===== config.mk =====
export PLATFORM = sky130hd
export DESIGN_NAME = divider_arbiter
export DESIGN_NICKNAME = d
export VERILOG_FILES = /design/src/rtl/divider_arbiter.sv
export SDC_FILE = /design/constraint.sdc
export NUM_CORES = 1
export LEC_CHECK = 0
export CAP_MARGIN = 5
export CELL_PAD_IN_SITES_DETAIL_PLACEMENT = 0
export CELL_PAD_IN_SITES_GLOBAL_PLACEMENT = 2
export CORE_UTILIZATION = 22
export CTS_CLUSTER_DIAMETER = 100
export DETAILED_ROUTE_END_ITERATION = 10
export PLACE_DENSITY = 0.87
export SYNTH_ARGS = -nofsm -noshare
export SYNTH_HDL_FRONTEND = slang
export SYNTH_SLANG_ARGS = --single-unit

===== constraint.sdc =====
create_clock -name Clock -period 2.71 [get_ports Clock]
set_input_delay 0.4065 -clock Clock [delete_from_list [all_inputs] [get_ports Clock]]
set_output_delay 0.4065 -clock Clock [all_outputs]
set_load 0.01 [all_outputs]

===== src/rtl/divider_arbiter.sv =====
// divider_arbiter
// Round-robin scheduler sharing one restoring divider among N requesters.
// A granted request is loaded into the divider and run to completion. The
// arbiter then waits for the divider to drop Done and returns the result to
// the winner with a one-cycle pulse. Divide-by-zero is answered locally. A
// watchdog turns a divider that never finishes into an error response.
//
// Ports
//   Clock, Reset           : rising-edge clock, synchronous active-high reset
//   req[N]                 : request levels, held until the response pulse
//   opa/opb[N*n]           : dividends / divisors, requester i at [i*n +: n]
//   grant[N]               : one-hot owner while busy, else 0
//   busy                   : arbiter not idle
//   resp_valid[N]          : one-cycle response pulse to the served requester
//   res_q/res_r/res_dz/res_err : result fields, 0 unless resp_valid != 0
//   div_s/div_LA/div_EB/div_DataA/div_DataB : control and data to the divider
//   div_Q/div_R/div_Done   : results and completion from the divider
module divider_arbiter #(
  parameter int N       = 4,
  parameter int n       = 8,
  parameter int TIMEOUT = 20
) (
  input  logic           Clock,
  input  logic           Reset,
  input  logic [N-1:0]   req,
  input  logic [N*n-1:0] opa,
  input  logic [N*n-1:0] opb,
  output logic [N-1:0]   grant,
  output logic           busy,
  output logic [N-1:0]   resp_valid,
  output logic [n-1:0]   res_q,
  output logic [n-1:0]   res_r,
  output logic           res_dz,
  output logic           res_err,
  output logic           div_s,
  output logic           div_LA,
  output logic           div_EB,
  output logic [n-1:0]   div_DataA,
  output logic [n-1:0]   div_DataB,
  input  logic [n-1:0]   div_Q,
  input  logic [n-1:0]   div_R,
  input  logic           div_Done
);

  localparam int IW = (N > 1) ? $clog2(N) : 1;
  localparam int CW = $clog2(TIMEOUT + 1);

  typedef enum logic [2:0] {
    S_IDLE,
    S_LOAD,
    S_RUN,
    S_DRAIN,
    S_RESP
  } state_t;

  state_t        state_reg, state_next;
  logic [IW-1:0] ptr_reg, ptr_next;
  logic [IW-1:0] g_reg, g_next;
  logic [n-1:0]  dataa_reg, dataa_next;
  logic [n-1:0]  datab_reg, datab_next;
  logic [n-1:0]  q_reg, q_next;
  logic [n-1:0]  r_reg, r_next;
  logic          dz_reg, dz_next;
  logic          err_reg, err_next;
  logic [CW-1:0] cnt_reg, cnt_next;

  // Round-robin search starting one past the last served requester.
  logic          win_found;
  logic [IW-1:0] win_idx;
  logic [n-1:0]  win_a, win_b;

  always_comb begin
    win_found = 1'b0;
    win_idx   = '0;
    for (int k = 1; k <= N; k++) begin
      if (!win_found && req[(int'(ptr_reg) + k) % N]) begin
        win_found = 1'b1;
        win_idx   = IW'((int'(ptr_reg) + k) % N);
      end
    end
  end

  assign win_a = opa[win_idx * n +: n];
  assign win_b = opb[win_idx * n +: n];

  always_comb begin
    state_next = state_reg;
    ptr_next   = ptr_reg;
    g_next     = g_reg;
    dataa_next = dataa_reg;
    datab_next = datab_reg;
    q_next     = q_reg;
    r_next     = r_reg;
    dz_next    = dz_reg;
    err_next   = err_reg;
    cnt_next   = cnt_reg;

    case (state_reg)
      S_IDLE: begin
        if (win_found) begin
          g_next   = win_idx;
          err_next = 1'b0;
          if (win_b == '0) begin
            // Answered without the divider; its data inputs keep old values.
            q_next     = '1;
            r_next     = win_a;
            dz_next    = 1'b1;
            state_next = S_RESP;
          end else begin
            dataa_next = win_a;
            datab_next = win_b;
            q_next     = '0;
            r_next     = '0;
            dz_next    = 1'b0;
            state_next = S_LOAD;
          end
        end
      end
      S_LOAD: begin
        cnt_next   = '0;
        state_next = S_RUN;
      end
      S_RUN: begin
        if (cnt_reg != CW'(TIMEOUT)) begin
          cnt_next = cnt_reg + CW'(1);
        end
        // Completion wins over a timeout landing on the same cycle.
        if (div_Done) begin
          q_next     = div_Q;
          r_next     = div_R;
          state_next = S_DRAIN;
        end else if (cnt_reg == CW'(TIMEOUT - 1)) begin
          err_next   = 1'b1;
          q_next     = '0;
          r_next     = '0;
          state_next = S_DRAIN;
        end
      end
      S_DRAIN: begin
        // A hung divider may never drop Done, so an error leaves at once.
        if (err_reg || !div_Done) begin
          state_next = S_RESP;
        end
      end
      S_RESP: begin
        ptr_next   = g_reg;
        state_next = S_IDLE;
      end
      default: begin
        state_next = S_IDLE;
      end
    endcase
  end

  always_ff @(posedge Clock) begin
    if (Reset) begin
      state_reg <= S_IDLE;
      ptr_reg   <= IW'(N - 1);
      g_reg     <= '0;
      dataa_reg <= '0;
      datab_reg <= '0;
      q_reg     <= '0;
      r_reg     <= '0;
      dz_reg    <= 1'b0;
      err_reg   <= 1'b0;
      cnt_reg   <= '0;
    end else begin
      state_reg <= state_next;
      ptr_reg   <= ptr_next;
      g_reg     <= g_next;
      dataa_reg <= dataa_next;
      datab_reg <= datab_next;
      q_reg     <= q_next;
      r_reg     <= r_next;
      dz_reg    <= dz_next;
      err_reg   <= err_next;
      cnt_reg   <= cnt_next;
    end
  end

  logic in_resp;
  assign busy    = (state_reg != S_IDLE);
  assign in_resp = (state_reg == S_RESP);

  generate
    for (genvar gi = 0; gi < N; gi++) begin : g_owner
      assign grant[gi]      = busy    && (g_reg == IW'(gi));
      assign resp_valid[gi] = in_resp && (g_reg == IW'(gi));
    end
  endgenerate

  assign res_q   = in_resp ? q_reg : '0;
  assign res_r   = in_resp ? r_reg : '0;
  assign res_dz  = in_resp && dz_reg;
  assign res_err = in_resp && err_reg;

  assign div_s     = (state_reg == S_LOAD) || (state_reg == S_RUN);
  assign div_LA    = (state_reg == S_LOAD);
  assign div_EB    = (state_reg == S_LOAD);
  assign div_DataA = dataa_reg;
  assign div_DataB = datab_reg;

endmodule


==> Word-level counts from Yosys, hierarchy flattened <==
Index checks and enable logic that the tools add are counted.
{ "totals": {"ff_bits": 46, "inputBits": 87, "wordCells": 120} }
{ "op_classes": {"mux": 44, "reduce_logical": 35, "n_addsub": 5, "n_eq_ne": 15, "shift": 2, "magnitude_cmp": 4, "bitwise": 5} }
{ "ops": {"columns": ["operator", "count"], "rows": [
  ["two-way mux 8 bit", 9],
  ["indexed part select 32 x 6 -> 8 bit", 2],
  ["case mux 8 bit (2 select lines)", 2],
  ["less-than comparator 3 x 4 -> 1 bit, second input constant", 4],
  ["two-way mux 1 bit", 16],
  ["two-way mux 3 bit", 5],
  ["logical AND 1 bit", 13],
  ["case mux 3 bit (4 select lines)", 1],
  ["inequality test 2 bit, second input constant", 5],
  ["case mux 5 bit (2 select lines)", 1],
  ["AND reduction 3 bit", 3],
  ["binary-select mux 1 bit (select 2 bit)", 4],
  ["logical NOT 8 bit", 1],
  ["two-way mux 2 bit", 4],
  ["OR reduction 2 bit", 4],
  ["== test 3 x 2 -> 1 bit, second input constant", 2],
  ["adder 5 x 1 -> 5 bit, second input constant", 1],
  ["== test 5 bit, second input constant", 1],
  ["two-way mux 5 bit", 1],
  ["inequality test 5 bit, second input constant", 1],
  ["adder 2 x 1 -> 2 bit, second input constant", 2],
  ["adder 2 bit, second input constant", 2],
  ["AND 1 bit, first input constant", 4],
  ["== test 2 bit, second input constant", 2],
  ["other kinds (14)", 20]
]} }

==> Depth between registers and ports, before layout <==
Gate-level depths: netlist of run 1.
{ "logic_depth": {"ltp_word": 21, "depth_mapped": 8, "depth_no_buf": 7} }

==> Worst setup path after synthesis of run 1 <==
No wires, ideal clock.
{ "synth_timing": {"path_kind": "input to register", "from": "input req[0]", "to": "register dataa_reg[0], in the netlist div_DataA[0]", "t_arrival_ns": 2.142, "setup_time_ns": 0.070, "stages": 7, "path_buffers": 1, "setup_slack_ns": 0.497, "path_cell_list": "or2_1 > a311oi_4 > mux2i_1 > mux2_2 > clkbuf_1 > o21ai_1 > a21oi_1"} }
{ "synth_via": {"elab_chain_cells": 17, "elab_cells_between_ends": 31} }
{ "synth_rtl": {"columns": ["element", "line_no", "source"], "rows": [
  ["start, declared", "25", "input logic [N-1:0] req,"],
  ["binary-select mux 1 bit (select 2 bit)", "76", "if (!win_found && req[(int'(ptr_reg) + k) % N]) begin"],
  ["two-way mux 1 bit (not written as such) (2 in a row)", "76", null],
  ["two-way mux 1 bit", "76", null],
  ["logical NOT 1 bit", "76", null],
  ["logical AND 1 bit", "76", null],
  ["two-way mux 1 bit", "76", null],
  ["logical NOT 1 bit", "76", null],
  ["logical AND 1 bit", "76", null],
  ["two-way mux 1 bit", "76", null],
  ["logical NOT 1 bit", "76", null],
  ["logical AND 1 bit", "76", null],
  ["two-way mux 2 bit", "76", null],
  ["indexed part select 32 x 6 -> 8 bit", "84", "assign win_b = opb[win_idx * n +: n];"],
  ["logical NOT 8 bit", "103", "if (win_b == '0) begin"],
  ["inverter 1 bit (no source line)", null, null],
  ["AND reduction 3 bit (no source line)", null, null],
  ["end signal, assigned", "171", "dataa_reg <= dataa_next;"],
  ["end, declared", "59", "logic [n-1:0] dataa_reg, dataa_next;"]
]} }
Parallel ways exist; a longest one is shown, timed or not. The select of a mux whose other input is x is not followed.
A chain may end at the register's enable or synchronous reset.

==> Worst setup path after layout of run 1 <==
{ "layout_timing": {"from": "input req[1]", "to": "register q_reg[5]"} }
{ "layout_via": {"elab_chain_cells": 18, "elab_cells_between_ends": 33} }
{ "layout_rtl": {"columns": ["element", "line_no", "source"], "rows": [
  ["binary-select mux 1 bit (select 2 bit)", "76", null],
  ["two-way mux 1 bit (not written as such) (2 in a row)", "76", null],
  ["two-way mux 1 bit", "76", null],
  ["logical NOT 1 bit", "76", null],
  ["logical AND 1 bit", "76", null],
  ["two-way mux 1 bit", "76", null],
  ["logical NOT 1 bit", "76", null],
  ["logical AND 1 bit", "76", null],
  ["two-way mux 1 bit", "76", null],
  ["logical NOT 1 bit", "76", null],
  ["logical AND 1 bit", "76", null],
  ["two-way mux 2 bit", "76", null],
  ["indexed part select 32 x 6 -> 8 bit", "84", null],
  ["logical NOT 8 bit", "103", null],
  ["two-way mux 8 bit", "103", null],
  ["two-way mux 8 bit", "100", "if (win_found) begin"],
  ["case mux 8 bit (2 select lines)", "98", "case (state_reg)"],
  ["end signal, assigned", "173", "q_reg <= q_next;"],
  ["end, declared", "61", "logic [n-1:0] q_reg, q_next;"]
]} }
Parallel ways exist; a longest one is shown, timed or not. The select of a mux whose other input is x is not followed.

==> results.ini, run 1 <==
[worst_setup_path]
cp.required_ns=2.89
r2r_end=q_reg[5]$_SDFFE_PP0P_
cp_max_fo=8
critPathLaunchType=primary input
reg2reg_from=cnt_reg[0]$_SDFFE_PP0P_
r2r_cells=7
arrival_ns=2.68
reg2reg_slack_ns=0.37
crit_path_end_kind=register
worstSetupPathType=primary input to register

[clock_network]
cts_tree=done
clk_latency_ns=0.29
ctsResizeCount=0
cts_htree_levels=2
post-cts-setup-buffer-count=0
cts.root.buffer_cell=clkbuf_16
cts_sinks=46
cts_made_buffers=5
cts_hold_buf=0
clk_pin_slew_ns=0.07
max-clock-path-buffers=2

[floorplanning]
initial_core_util_pct=22.64
die-width_microns=115.9
dieArea_sq_mm=0.01344
rows=41
dieHeight_microns=115.9
io_pins=133
core_sq_mm=0.01262

[grt]
grtUsageTotal_pct=16.73
grt_util_met1_pct=23.16
busiest_layer=met2
grtUsageMet3_pct=2.981
grtUsageMet2_pct=27.50
grt_max_degree=26
grt_pass1_wl_mm=16.88
grt_overflow=0
grt_pass1_vias=3041
antenna_found_initial=0

[synthesis]
syn_nets=454
avgSynthCellArea_sq_um=7.826
synth_seq_cells=46
syn-instance-count=365
synth_cell_types=41
syn_area_sq_mm=0.002856
ys_warn_count=0
ys_seq_area_share_pct=32.24

[sta]
clock_skew_ns=0.007409
hold_violations=0
setup_violations=0
rsz0062_at_grt=no
fmax_mhz=399.4
worstMarginPinSlew_ns=0.6974
slew_viol_final=0
fin_hold_ws_ns=0.4835
min_period_ns=2.504
totalNegativeSetupSlack_ns=0
setup_slack_ns=0.2064
maxSlewHeadroom_pct=53.36
finalCritPeriodShare_pct=92.38

[pwr]
power_w=0.002242
peakVddDrop_mv=0.2964
switching_share_pct=30.60
combPwrFrac_pct=32.2
power_density_mw_per_mm2=479.8
leakagePower_nw=1.768
clockPowerShare_pct=31.9
power.internal_w=0.001556
switching_power_w=0.0006860
pwr-share-seq_pct=35.9

[cells_and_area]
n_antenna_cell=0
most-common-layout-cells=132 x clkdlybuf4s50_1, 46 x dfxtp_1, 36 x mux2i_1, 34 x nand2_1, 33 x nor2_1
layout.nets=586
layout-drive-gt1-share_pct=8.233
mostFrequentLayoutCell=clkdlybuf4s50_1
area_growth_pct=63.56

[outcome]
outcome=finished, final reports clean

[place]
place_congestion=0.8850
io_buffers=132
place_ws_ns=-0.1124
dp_hpwl_mm=8.866

[detailed_routing]
vias=3228
drt_wl_total_mm=11.25
drtAntennaViolNets=0
avgViaCountPerCell=4.818
dr.pass1.iters=4
wl_per_cell_microns=16.79
first_iter_violations=252
drc=0

[hold_path]
whs_endpoint=dz_reg$_SDFFE_PP0P_
min_path_cells=2
hp-class=register to register
worstHoldStart=dz_reg$_SDFFE_PP0P_

[run]
drv_cap=0

worst max path at each step:
stage,startpoint,to,slack [ns],depth (start not counted)
2_1_floorplan,req[0],div_DataA[0]$_SDFFE_PP0P_,0.50,7
3_3_place_gp,req[1],div_DataB[5]$_SDFFE_PP0P_,0.01,7
3_5_place_dp,req[1],q_reg[5]$_SDFFE_PP0P_,-0.11,7
4_1_cts,req[1],q_reg[5]$_SDFFE_PP0P_,0.18,7
5_1_grt,req[1],q_reg[5]$_SDFFE_PP0P_,0.01,7
6_report,req[1],q_reg[5]$_SDFFE_PP0P_,0.21,7
worst max-delay path, cell delays in order:
cell             delay (ns)
clkdlybuf4s50_1        0.44
or2_1                  0.26
a311oi_4               0.40
mux2i_1                0.27
mux2_2                 0.31
nand2_1                0.25
a311oi_1               0.34
metrics by stage:
stage / area (sq um) / instances / util, %
after floorplan: 2856 / 365 / -
after global placement: 4497 / 662 / 35.63
after detailed placement: 4497 / 662 / 35.63
after CTS: 4666 / 670 / 36.97
after global routing: 4672 / 670 / 37.02
final: 4672 / 670 / 37.02
synthesized netlist by cell type:
cell type,number,area (sq um)
a2111oi_0,1,8.760
nand4_1,2,12.51
nand3b_1,3,22.52
o2111ai_1,6,52.55
mux2i_1,36,360.4
buf_1,2,7.510
mux2i_2,1,13.76
nand2_1,34,127.6
o21ai_1,18,90.09
mux2_1,5,56.30
nor2b_1,2,12.51
a31oi_1,8,50.05
or2_1,1,6.260
a31o_2,1,8.760
nand2b_1,8,50.05
dfxtp_1,46,920.9
o31ai_1,1,7.510
mux2_2,4,45.04
a32oi_1,1,8.760
xor2_1,3,26.28
o211ai_1,3,22.52
buf_4,1,7.510
a21oi_1,28,140.1
nor4_1,9,56.30
clkbuf_1,21,78.83
a211oi_1,1,7.510
nor4bb_1,1,10.01
and3_1,21,131.4
ha_1,2,25.02
or3b_1,1,8.760
a311oi_4,1,26.28
nor2_1,33,123.9
a21boi_1,1,7.510
nand3_1,8,40.04
nor4b_1,1,8.760
o21ai_0,9,45.04
nor3b_1,1,7.510
inv_1,7,26.28
buf_2,6,30.03
a311oi_1,8,70.07
nor3_1,19,95.09
power by group through the flow:
stage | logic [W] | registers (W) | clock network (W)
6_report | 0.000722 | 0.000805 | 0.000715
5_1_grt | 0.000785 | 0.000812 | 0.000758
4_1_cts | 0.000721 | 0.000804 | 0.000729
3_5_place_dp | 0.000717 | 0.000818 | 0
3_3_place_gp | 0.000710 | 0.000818 | 0
2_1_floorplan | 0.000344 | 0.000808 | 0
cell type report:
cell class                 count  area [sq um]
multi-input combinational    282          1809
timing repair buffer         155          1531
inverter                       7         26.28
tap                          172         215.2
sequential                    46         920.9
clock buffer                   5         125.1
fill                        1332          7948
clock inverter                 3         43.79
kinds of logic after synthesis:
logic type | count (synthesis) | synth area share, %
buffers and inverters | 37 | 5.257
flip-flops | 46 | 32.24
adder cells (fa/ha/maj) | 2 | 0.8759
XOR/XNOR | 3 | 0.9200
AO/OA/AOI/OAI | 87 | 19.10
AND/OR/NAND/NOR | 144 | 24.97
multiplexers | 46 | 16.64
per-layer routing:
| layer | wire length (microns) | vias up | part of all wire, % |
|---|---|---|---|
| met5 | 0 | - | 0 |
| met1 | 5126 | 1524 | 46 |
| met4 | 70 | 0 | 0.62 |
| li1 | - | 1597 | - |
| met3 | 776 | 6 | 6.9 |
| met2 | 5277 | 101 | 47 |
Note: power is estimated with default switching activity, not from simulation.
==> run 2: changes to the inputs <==
--- a/config.mk
+++ b/config.mk
@@ -5,6 +5,7 @@
 export SDC_FILE = /design/constraint.sdc
 export NUM_CORES = 1
 export LEC_CHECK = 0
+export ABC_CLOCK_PERIOD_IN_PS = 2710
 export CAP_MARGIN = 5
 export CELL_PAD_IN_SITES_DETAIL_PLACEMENT = 0
 export CELL_PAD_IN_SITES_GLOBAL_PLACEMENT = 2
==> results of run 2 <==
The final DEF is identical to that of run 1; final timing and power are the same.
